**config.mk**
```make
export PLATFORM = sky130hd
export DESIGN_NAME = sha256_hk_fetch
export DESIGN_NICKNAME = d
export VERILOG_FILES = /design/src/rtl/sha256_pkg.sv /design/src/rtl/sha256_hk_fetch.sv
export SDC_FILE = /design/constraint.sdc
export NUM_CORES = 1
export LEC_CHECK = 0
export CORE_AREA = 2 2 148 186
export CTS_CLUSTER_DIAMETER = 200
export DETAILED_ROUTE_END_ITERATION = 6
export DIE_AREA = 0 0 150 188
export GPL_ROUTABILITY_DRIVEN = 0
export PLACE_DENSITY = 0.83
export SYNTH_ARGS = -nofsm -noshare
export SYNTH_HDL_FRONTEND = slang
export SYNTH_SLANG_ARGS = --single-unit
```
**constraint.sdc**
```tcl
create_clock -name CLK -period 1.7 [get_ports CLK]
set_clock_uncertainty 0.05 [all_clocks]
set_input_delay 0.17 -clock CLK [delete_from_list [all_inputs] [get_ports CLK]]
set_output_delay 0.17 -clock CLK [all_outputs]
set_load 0.05 [all_outputs]
```
**src/rtl/sha256_pkg.sv**
```systemverilog
// rtl/sha256_pkg.sv - shared constants, bank selectors and FSM states for the SHA-256 HK fetch path
//
// Purpose: common definitions imported by sha256_hk_fetch.
//   WORD_W   : width of every H/K word and of the HK read bus
//   H_WORDS  : number of initial hash words (H0..H7)
//   K_WORDS  : number of round constants (K0..K63)
//   HSEL/KSEL: HK memory bank selector encodings
//   state_e  : fetch controller states
package sha256_pkg;

  localparam int WORD_W  = 32;
  localparam int H_WORDS = 8;
  localparam int K_WORDS = 64;
  localparam int H_AW    = 3;
  localparam int K_AW    = 6;

  localparam logic [H_AW-1:0] H_LAST_IDX = 3'd7;
  localparam logic [K_AW-1:0] K_LAST_IDX = 6'd63;

  localparam logic HSEL = 1'b0;
  localparam logic KSEL = 1'b1;

  typedef enum logic [2:0] {
    INIT,
    WAIT_RDY,
    READY,
    LOAD_H,
    FETCH_K,
    PRESENT_K
  } state_e;

endpackage

```
**src/rtl/sha256_hk_fetch.sv**
```systemverilog
// rtl/sha256_hk_fetch.sv - HK memory sequencer: ROM copy trigger, initial-H load and K round-constant stream
//
// Purpose: brings the HK memory up (one COPY_ROM pulse if it is not ready yet),
// then per block optionally loads H0..H7 into a 256-bit register and streams
// K0..K63 to the round engine, one word every two clocks.
//
// Ports:
//   CLK, RST        : clock and synchronous active-high reset
//   HK_RDY          : sticky ready flag from HK memory
//   HK_DR           : HK memory read data (combinational w.r.t. the address)
//   COPY_ROM        : copy request to HK memory
//   HK_SELECTOR     : 0 = H bank, 1 = K bank
//   H_ADDR, K_ADDR  : word indices into the H and K banks
//   START, RELOAD_H : block start (READY only) and initial-H reload request
//   H_OUT, H_VALID  : initial hash words (H0 in the top word) and their valid flag
//   K_OUT, K_VALID, K_READY, K_LAST : round-constant stream
//   BUSY, DONE      : not-in-READY indicator and end-of-stream pulse
module sha256_hk_fetch
  import sha256_pkg::*;
(
  input  logic                        CLK,
  input  logic                        RST,
  input  logic                        HK_RDY,
  input  logic [WORD_W-1:0]           HK_DR,
  output logic                        COPY_ROM,
  output logic                        HK_SELECTOR,
  output logic [H_AW-1:0]             H_ADDR,
  output logic [K_AW-1:0]             K_ADDR,
  input  logic                        START,
  input  logic                        RELOAD_H,
  output logic [H_WORDS*WORD_W-1:0]   H_OUT,
  output logic                        H_VALID,
  output logic [WORD_W-1:0]           K_OUT,
  output logic                        K_VALID,
  input  logic                        K_READY,
  output logic                        K_LAST,
  output logic                        BUSY,
  output logic                        DONE
);

  state_e                      state_q, state_d;
  logic [H_AW-1:0]             h_idx_q, h_idx_d;
  logic [K_AW-1:0]             t_q, t_d;
  logic [H_WORDS*WORD_W-1:0]   h_out_q, h_out_d;
  logic                        h_valid_q, h_valid_d;
  logic [WORD_W-1:0]           k_out_q, k_out_d;
  logic                        k_last_q, k_last_d;
  logic                        done_q, done_d;

  always_ff @(posedge CLK) begin
    if (RST) begin
      state_q   <= INIT;
      h_idx_q   <= '0;
      t_q       <= '0;
      h_out_q   <= '0;
      h_valid_q <= 1'b0;
      k_out_q   <= '0;
      k_last_q  <= 1'b0;
      done_q    <= 1'b0;
    end else begin
      state_q   <= state_d;
      h_idx_q   <= h_idx_d;
      t_q       <= t_d;
      h_out_q   <= h_out_d;
      h_valid_q <= h_valid_d;
      k_out_q   <= k_out_d;
      k_last_q  <= k_last_d;
      done_q    <= done_d;
    end
  end

  always_comb begin
    state_d   = state_q;
    h_idx_d   = h_idx_q;
    t_d       = t_q;
    h_out_d   = h_out_q;
    h_valid_d = h_valid_q;
    k_out_d   = k_out_q;
    k_last_d  = k_last_q;
    done_d    = 1'b0;

    // HK_RDY dropping while busy is an upstream fault and deliberately not
    // watched outside INIT/WAIT_RDY.
    case (state_q)
      INIT: begin
        state_d = HK_RDY ? READY : WAIT_RDY;
      end
      WAIT_RDY: begin
        if (HK_RDY) state_d = READY;
      end
      READY: begin
        if (START) begin
          t_d = '0;
          if (RELOAD_H) begin
            state_d   = LOAD_H;
            h_idx_d   = '0;
            h_valid_d = 1'b0;
          end else begin
            state_d = FETCH_K;
          end
        end
      end
      LOAD_H: begin
        // Word i lands in H_OUT with H0 in the most significant word.
        for (int i = 0; i < H_WORDS; i++) begin
          if (h_idx_q == 3'(i)) h_out_d[(H_WORDS-1-i)*WORD_W +: WORD_W] = HK_DR;
        end
        if (h_idx_q == H_LAST_IDX) begin
          h_valid_d = 1'b1;
          t_d       = '0;
          state_d   = FETCH_K;
        end else begin
          h_idx_d = h_idx_q + 3'd1;
        end
      end
      FETCH_K: begin
        k_out_d  = HK_DR;
        k_last_d = (t_q == K_LAST_IDX);
        state_d  = PRESENT_K;
      end
      PRESENT_K: begin
        if (K_READY) begin
          if (t_q == K_LAST_IDX) begin
            k_last_d = 1'b0;
            done_d   = 1'b1;
            t_d      = '0;
            state_d  = READY;
          end else begin
            t_d     = t_q + 6'd1;
            state_d = FETCH_K;
          end
        end
      end
      default: state_d = INIT;
    endcase
  end

  // Address/selector lines are decoded from the state so the memory sees the
  // new address in the same cycle whose end captures HK_DR.
  always_comb begin
    COPY_ROM    = 1'b0;
    HK_SELECTOR = HSEL;
    H_ADDR      = '0;
    K_ADDR      = '0;
    K_VALID     = 1'b0;
    BUSY        = (state_q != READY);
    // Gated by RST so a held reset never issues a copy request.
    if (state_q == INIT && !HK_RDY && !RST) COPY_ROM = 1'b1;
    if (state_q == LOAD_H) H_ADDR = h_idx_q;
    if (state_q == FETCH_K || state_q == PRESENT_K) begin
      HK_SELECTOR = KSEL;
      K_ADDR      = t_q;
    end
    if (state_q == PRESENT_K) K_VALID = 1'b1;
  end

  assign H_OUT   = h_out_q;
  assign H_VALID = h_valid_q;
  assign K_OUT   = k_out_q;
  assign K_LAST  = k_last_q;
  assign DONE    = done_q;

endmodule
```
==> metrics.md, run 1 <==
| Metric | Value |
|---|---|
| Required time worst endpoint | 1.48 ns |
| Vias/cell | 5.306 |
| Hold_sp | START |
| Crit-path cells | buf_8 > clkinvlp_4 > nor3_4 > buf_12 |
| Synthesized flop and latch total | slightly above 300 |
| Diode count | 0 |
| Compound-Gate Fraction of Synth Area | 14.79% |
| Initial antenna violation count | 0 |
| Pwr Density | 1035 nW/um2 |
| Dpl cells | 2036 |
| Max Cap Viol | 0 |
| Hpwl dp | 26.29 mm |
| Total gr overflow | 0 |
| Die area | around 28000 um2 |
| Placed cell areas | 14700 um2 |
| Post-synth top cells | nand2_1, dfxtp_1, a21oi_1 |
| TritonCTS clock tree | built |
| WHS | 0.3207 ns |
| Top-count cell post-synth | nand2_1 |
| Fin. Hold Viols | 0 |
| R2R Path End | K_OUT[24] |
| Status | complete, but fails checks |
| Die width | 150 um |
| Crit end category | output port |
| Vias in the first global route | 10840 |
| Synth top area share | 55.25% |
| IO buf count | 341 |
| CP Launch Type | flip-flop |
| Post-route ant nets | 0 |
| Post-Synth Adder-Cell Area | 0.7977% |
| Register area share after synthesis | ~55% |
| Worst Path Max Fanout | 6 |
| Min Tclk post-route | 1.912 ns |
| Slowest cell delay on critical path | 0.37 ns |
| First-pass GRT wire length | 58.93 mm |
| Failing checks | negative setup slack |
| Worst-Skew Late Latency | between 0.5 and 0.6 ns |
| IO Pins | 342 |
| Final Cycle Share | 112.5% |
| Final instance area | between 15000 and 20000 um2 |
| CTS sink cnt | 303 |
| Netlist cell types | 41 |
| Synth area leaders | dfxtp_1, nand2_1, a21oi_1 |
| CORE AREA | ~26000 um2 |
| Worst hold path class | input pin to flip-flop |
| Leak | 6.512 nW |
| Site Rows | 67 |
| Worst r2r src | state_q[1] |
| Syn Nets | 1468 |
| # nets final | 1788 |
| Hold path cells | 4 |
| Arr. time, crit path | 1.69 ns |
| Slowest cell on crit path | dfxtp_4 |
| Mux cell area share after synthesis | 0.09117% |
| Kind of critical path | flip-flop to output port |
| Flop2flop setup slack | -0.01 ns |
| Fillers | approximately 2200 |
| Fin cells | 2110 |
| Worst setup margin | -0.2123 ns |
| H-Tree Depth | 1 |
| Yosys warnings | 0 |
| Routed wire length | roughly 40 mm |
| EDFF count, synth | 0 |
| Post-synth ARST share | 0% |
| Main synth FF type | dfxtp_1 |
| Worst slew pin tran | 0.6046 ns |
| Post-synthesis xor/xnor area fraction | 0% |
| Drt pass-1 iters | 7 |
| Mapped Area | about 11000 um2 |
| Yosys top cell by area | dfxtp_1 |
| Slew Limit Fails | 0 |
| Cells after Synth | 1423 |
| Max Clock Freq | 0.5229 GHz |
| Slew headroom | approximately three fifths |
| Unrepaired setup endpoints after global routing | true |
| DR vias | 11200 |
| Fin Setup TNS | -2.127 ns |
| Starting Density | 41.45% |
| Drc violations | 0 |
| CTS root buffer | clkbuf_16 |
| Clk slew on worst S/H paths | 0.07 ns |
| Routed len/inst | 19.09 um |
| Layout cells sized above 1 | 21.59% |
| Max clock buf depth | 3 |
| Largest family of logic cells by synthesized area | simple AND/OR/NAND/NOR gates |
| Cells on worst reg2reg path | 9 |
| Largest net degree at the start of global routing | 80 |
| DRT iter0 DRCs | 722 |
| P&R area growth vs syn | 46.86% |
| Die Ht | between 150 and 200 um |
| Post-Synth Simple-Gate Area | a little under a quarter |
| Peak VDD IR | 0.8268 mV |
| Tot GR Track Use | around a quarter |
| Total CTS buffers | 28 |
| Post-synthesis area per instance | about 7.7 um2 |
| WHS Endpoint | H_VALID |
| Final setup fails | 14 |
==> how the worst max path moves through the flow <==
stage                from  slack [ns]        end
6_report       state_q[0]       -0.21  H_ADDR[0]
5_1_grt        state_q[0]       -0.28  H_ADDR[0]
4_1_cts        state_q[1]       -0.29   COPY_ROM
3_5_place_dp        START       -0.08     t_q[0]
3_3_place_gp        START       -0.07     t_q[0]
2_1_floorplan  state_q[0]       -0.15  H_ADDR[0]
==> state kept, by name, summed over array words and instances, names as in the netlist <==
name / flops
state_q: 3
H_OUT: 256
DONE: 1
K_LAST: 1
H_VALID: 1
h_idx_q: 3
K_OUT: 32
t_q: 6
==> report_power, final <==
group / internal, mW / switching, mW / leakage, nW / total, mW
Clock: 3.98 / 2.75 / 0.490 / 6.73
Sequential: 7.27 / 0.109 / 2.44 / 7.37
Combinational: 0.953 / 1.62 / 3.58 / 2.57
Total: 12.2 / 4.48 / 6.51 / 16.7
==> worst max-delay path, delay by kind of cell, from the launching register on <==
kind / cells / cell delay, ns
flops: 1 / 0.37
buf+inv: 3 / 0.48
simple gates: 1 / 0.29
==> timing repair <==
action | in CTS | in global routing
buffers inserted | 10 | 7
setup endpoints to repair | 163 | 226
cloned | 0 | 5
pin swaps | 8 | 11
endpoints found under the hold margin | 42 | 0
hold buffers | 1 | 0
gates resized for setup | 168 | 53
==> cell type report <==
type	count	area, um2	area share (%)
Clock buffer	40	827.0	5.129
Clock inverter	12	162.7	1.009
Inverter	8	42.54	0.2638
Multi-Input combinational cell	976	4569	28.34
Sequential cell	303	6081	37.71
Tap cell	345	431.7	2.677
Timing Repair Buffer	426	4010	24.87
==> cells by family after synthesis <==
kind of cell	count (synthesis)
fa+ha+maj	7
mux	1
compound gates	315
simple gates	653
buf+inv	144
flops	303
==> through the flow <==
step / total power [mW] / setup slack [ns] / util, %
final: 16.68 / -0.2123 / 60.87
after floorplan: 8.782 / -0.1535 / -
after detailed placement: 9.605 / -0.08060 / 55.50
after global routing: 17.15 / -0.2846 / 60.87
after global placement: 9.569 / -0.06638 / 55.50
after CTS: 16.48 / -0.2881 / 59.66
==> routing by layer <==
metal	vias to the layer above	part of all wire (%)	GRT usage (%)
met3	151	7.9	5.231
met1	5281	36	29.30
met4	0	5.5	15.49
li1	5202	-	-
met2	562	51	46.89
met5	-	0	0
==> cells in the final DEF, fill, tap and decap left out, types with 6 or more instances in the layout <==
master / synthesis / layout
nand2_1: 591 / 588
dfxtp_1: 303 / 297
a21oi_1: 298 / 288
buf_4: 5 / 214
dlygate4sd2_1: 0 / 111
clkdlybuf4s50_1: 0 / 36
clkbuf_16: 0 / 33
buf_12: 0 / 33
buf_6: 0 / 16
and2_4: 0 / 10
a21oi_2: 0 / 10
nor2_1: 11 / 9
clkinv_2: 0 / 7
clkdlybuf4s15_1: 0 / 7
clkbuf_8: 0 / 6
Power figures use the tool's default switching activity.
==> inputs of run 2 (changes only) <==
- TNS_END_PERCENT: default -> 30
==> metrics.md, run 2 (synthesis results as in run 1) <==
| Metric | Value |
|---|---|
| Clk slew on worst S/H paths | 0.07 ns (about the same) |
| Die width | 150 um (unchanged) |
| Routed wire length | 39.67 mm (-1.5%) |
| Commonest non-fill, non-tap cell in the layout | nand2_1 |
| Drt pass-1 iters | 5 (-2) |
| CORE AREA | 26490 um2 (unchanged) |
| Final setup fails | 15 (+1) |
| Arr. time, crit path | 1.73 ns (+0.04 ns) |
| H-Tree Depth | 1 (unchanged) |
| Hpwl dp | 26.29 mm (unchanged) |
| Min Tclk post-route | 1.952 ns (+0.03972 ns) |
| Worst r2r src | state_q[1] |
| Fin Setup TNS | -2.109 ns (+0.01826 ns) |
| Dpl cells | 2036 (unchanged) |
| Diode count | 0 (unchanged) |
| Worst hold path class | input pin to flip-flop |
| Cells on worst reg2reg path | 7 (-2) |
| Routed len/inst | 18.84 um (-1.3%) |
| P&R area growth vs syn | 45.97% |
| Worst setup margin | -0.2521 ns (-0.03972 ns) |
| Die Ht | 188 um (unchanged) |
| Initial antenna violation count | 0 (unchanged) |
| Vias in the first global route | 10800 (-0.37%) |
| CP Launch Type | flip-flop |
| # nets final | 1784 (-0.22%) |
| Total CTS buffers | 28 (unchanged) |
| Site Rows | 67 (unchanged) |
| CTS sink cnt | 303 (unchanged) |
| Status | complete, but fails checks |
| Peak VDD IR | 0.8134 mV (-1.6%) |
| DR vias | 11100 (-0.87%) |
| Max Cap Viol | 0 (unchanged) |
| Max clock buf depth | 3 (unchanged) |
| Unrepaired setup endpoints after global routing | true |
| Largest register FFs | 256 (unchanged) |
| Tot GR Track Use | 26.51% (-0.082 points) |
| Vias/cell | 5.270 (-0.68%) |
| Kind of critical path | flip-flop to output port |
| Hold_sp | START |
| CTS root buffer | clkbuf_16 |
| Met1 Use GR | 29.33% (+0.031 points) |
| Fin cells | 2106 (-0.19%) |
| M2 GR Usage | 46.89% (unchanged) |
| Starting Density | 41.45% (unchanged) |
| Pwr Density | 1038 nW/um2 (+0.36%) |
| Fin. Hold Viols | 0 (unchanged) |
| First-pass GRT wire length | 58.77 mm (-0.26%) |
| Total gr overflow | 0 (unchanged) |
| Flop2flop setup slack | -0.02 ns (about the same) |
| Crit end category | output port |
| Worst slew pin tran | 0.5961 ns (-0.008495 ns) |
| Slew headroom | 60.14% (+0.57 points) |
| Slew Limit Fails | 0 (unchanged) |
| Drc violations | 0 (unchanged) |
| Required time worst endpoint | 1.48 ns (about the same) |
| Worst Path Max Fanout | 6 (unchanged) |
| IO Pins | 342 (unchanged) |
| Grt met3 use | 5.182% (-0.049 points) |
| Final Cycle Share | 114.8% (+2.3 points) |
| Top Usage Layer GRT | met2 |
| WHS Endpoint | H_VALID |
| Max Clock Freq | 0.5123 GHz (-2.0%) |
| R2R Path End | h_idx_q[2] |
| Layout cells sized above 1 | 20.90% (-0.69 points) |
| Die area | 28200 um2 (unchanged) |
| Leak | 6.480 nW (-0.48%) |
| Failing checks | negative setup slack |
| IO buf count | 341 (unchanged) |
| TritonCTS clock tree | built |
| DRT iter0 DRCs | 670 (-7.2%) |
| Hold path cells | 4 (unchanged) |
| Largest net degree at the start of global routing | 80 (unchanged) |
| Worst-Skew Late Latency | 0.55 ns (about the same) |
| Commonest cells after routing, fill and taps aside | nand2_1, dfxtp_1, a21oi_1 |
| Post-route ant nets | 0 (unchanged) |
[run 2: power breakdown]
part	leakage, nW	switching [mW]	internal (mW)
Combinational	3.54	1.61	0.935
Sequential	2.45	0.108	7.26
Clock	0.490	2.74	3.98
Total	6.48	4.46	12.2
[run 2: stage by stage]
stage | cell area [um2] | util (%) | setup WS, ns | hold WS (ns) | power [mW]
6_report | 16030 | 60.50 | -0.2521 | 0.3312 | 16.64
5_1_grt | 16030 | 60.50 | -0.2987 | 0.3448 | 17.11
4_1_cts | 15770 | 59.52 | -0.2881 | 0.2777 | 16.47
3_5_place_dp | 14700 | 55.50 | -0.08060 | 0.3966 | 9.605
3_3_place_gp | 14700 | 55.50 | -0.06638 | 0.3917 | 9.569
2_1_floorplan | 11000 | - | -0.1535 | 0.3015 | 8.782
[run 2: how the worst max path moves through the flow]
| stage | from | to | slack, ns |
|---|---|---|---|
| after detailed placement | START | t_q[0] | -0.08 |
| after global routing | state_q[0] | H_ADDR[0] | -0.30 |
| after global placement | START | t_q[0] | -0.07 |
| after floorplan | state_q[0] | H_ADDR[0] | -0.15 |
| final | state_q[0] | H_ADDR[0] | -0.25 |
| after CTS | state_q[1] | COPY_ROM | -0.29 |
[run 2: routing by layer]
metal / vias up / part of all wire, %
met1: 5217 / 36
met3: 150 / 7.8
met2: 542 / 51
li1: 5190 / -
met4: 0 / 5.5
met5: - / 0
[run 2: layout make-up]
class                   instances  area, um2
multi-input cells             976       4539
clock inverters                12      162.7
repair buffers                422       3940
well taps                     345      431.7
clock buffers                  40      827.0
fillers                      2227      10460
flip-flops and latches        303       6083
inverters                       8      42.54
[run 2: what timing repair did]
item / in CTS / in global routing
setup buffers: 10 / 7
endpoints found under the setup margin: 163 / 233
pin swaps: 6 / 10
gates cloned: 0 / 2
hold buffers: 1 / 0
hold endpoints to repair: 42 / 0
gates resized for setup: 158 / 50
[run 2: worst max-delay path, stage by stage, from the launching register on]
cell and delay, ns:
dfxtp_4 0.38, buf_8 0.13, clkinvlp_4 0.19, nor3_4 0.30
buf_12 0.18
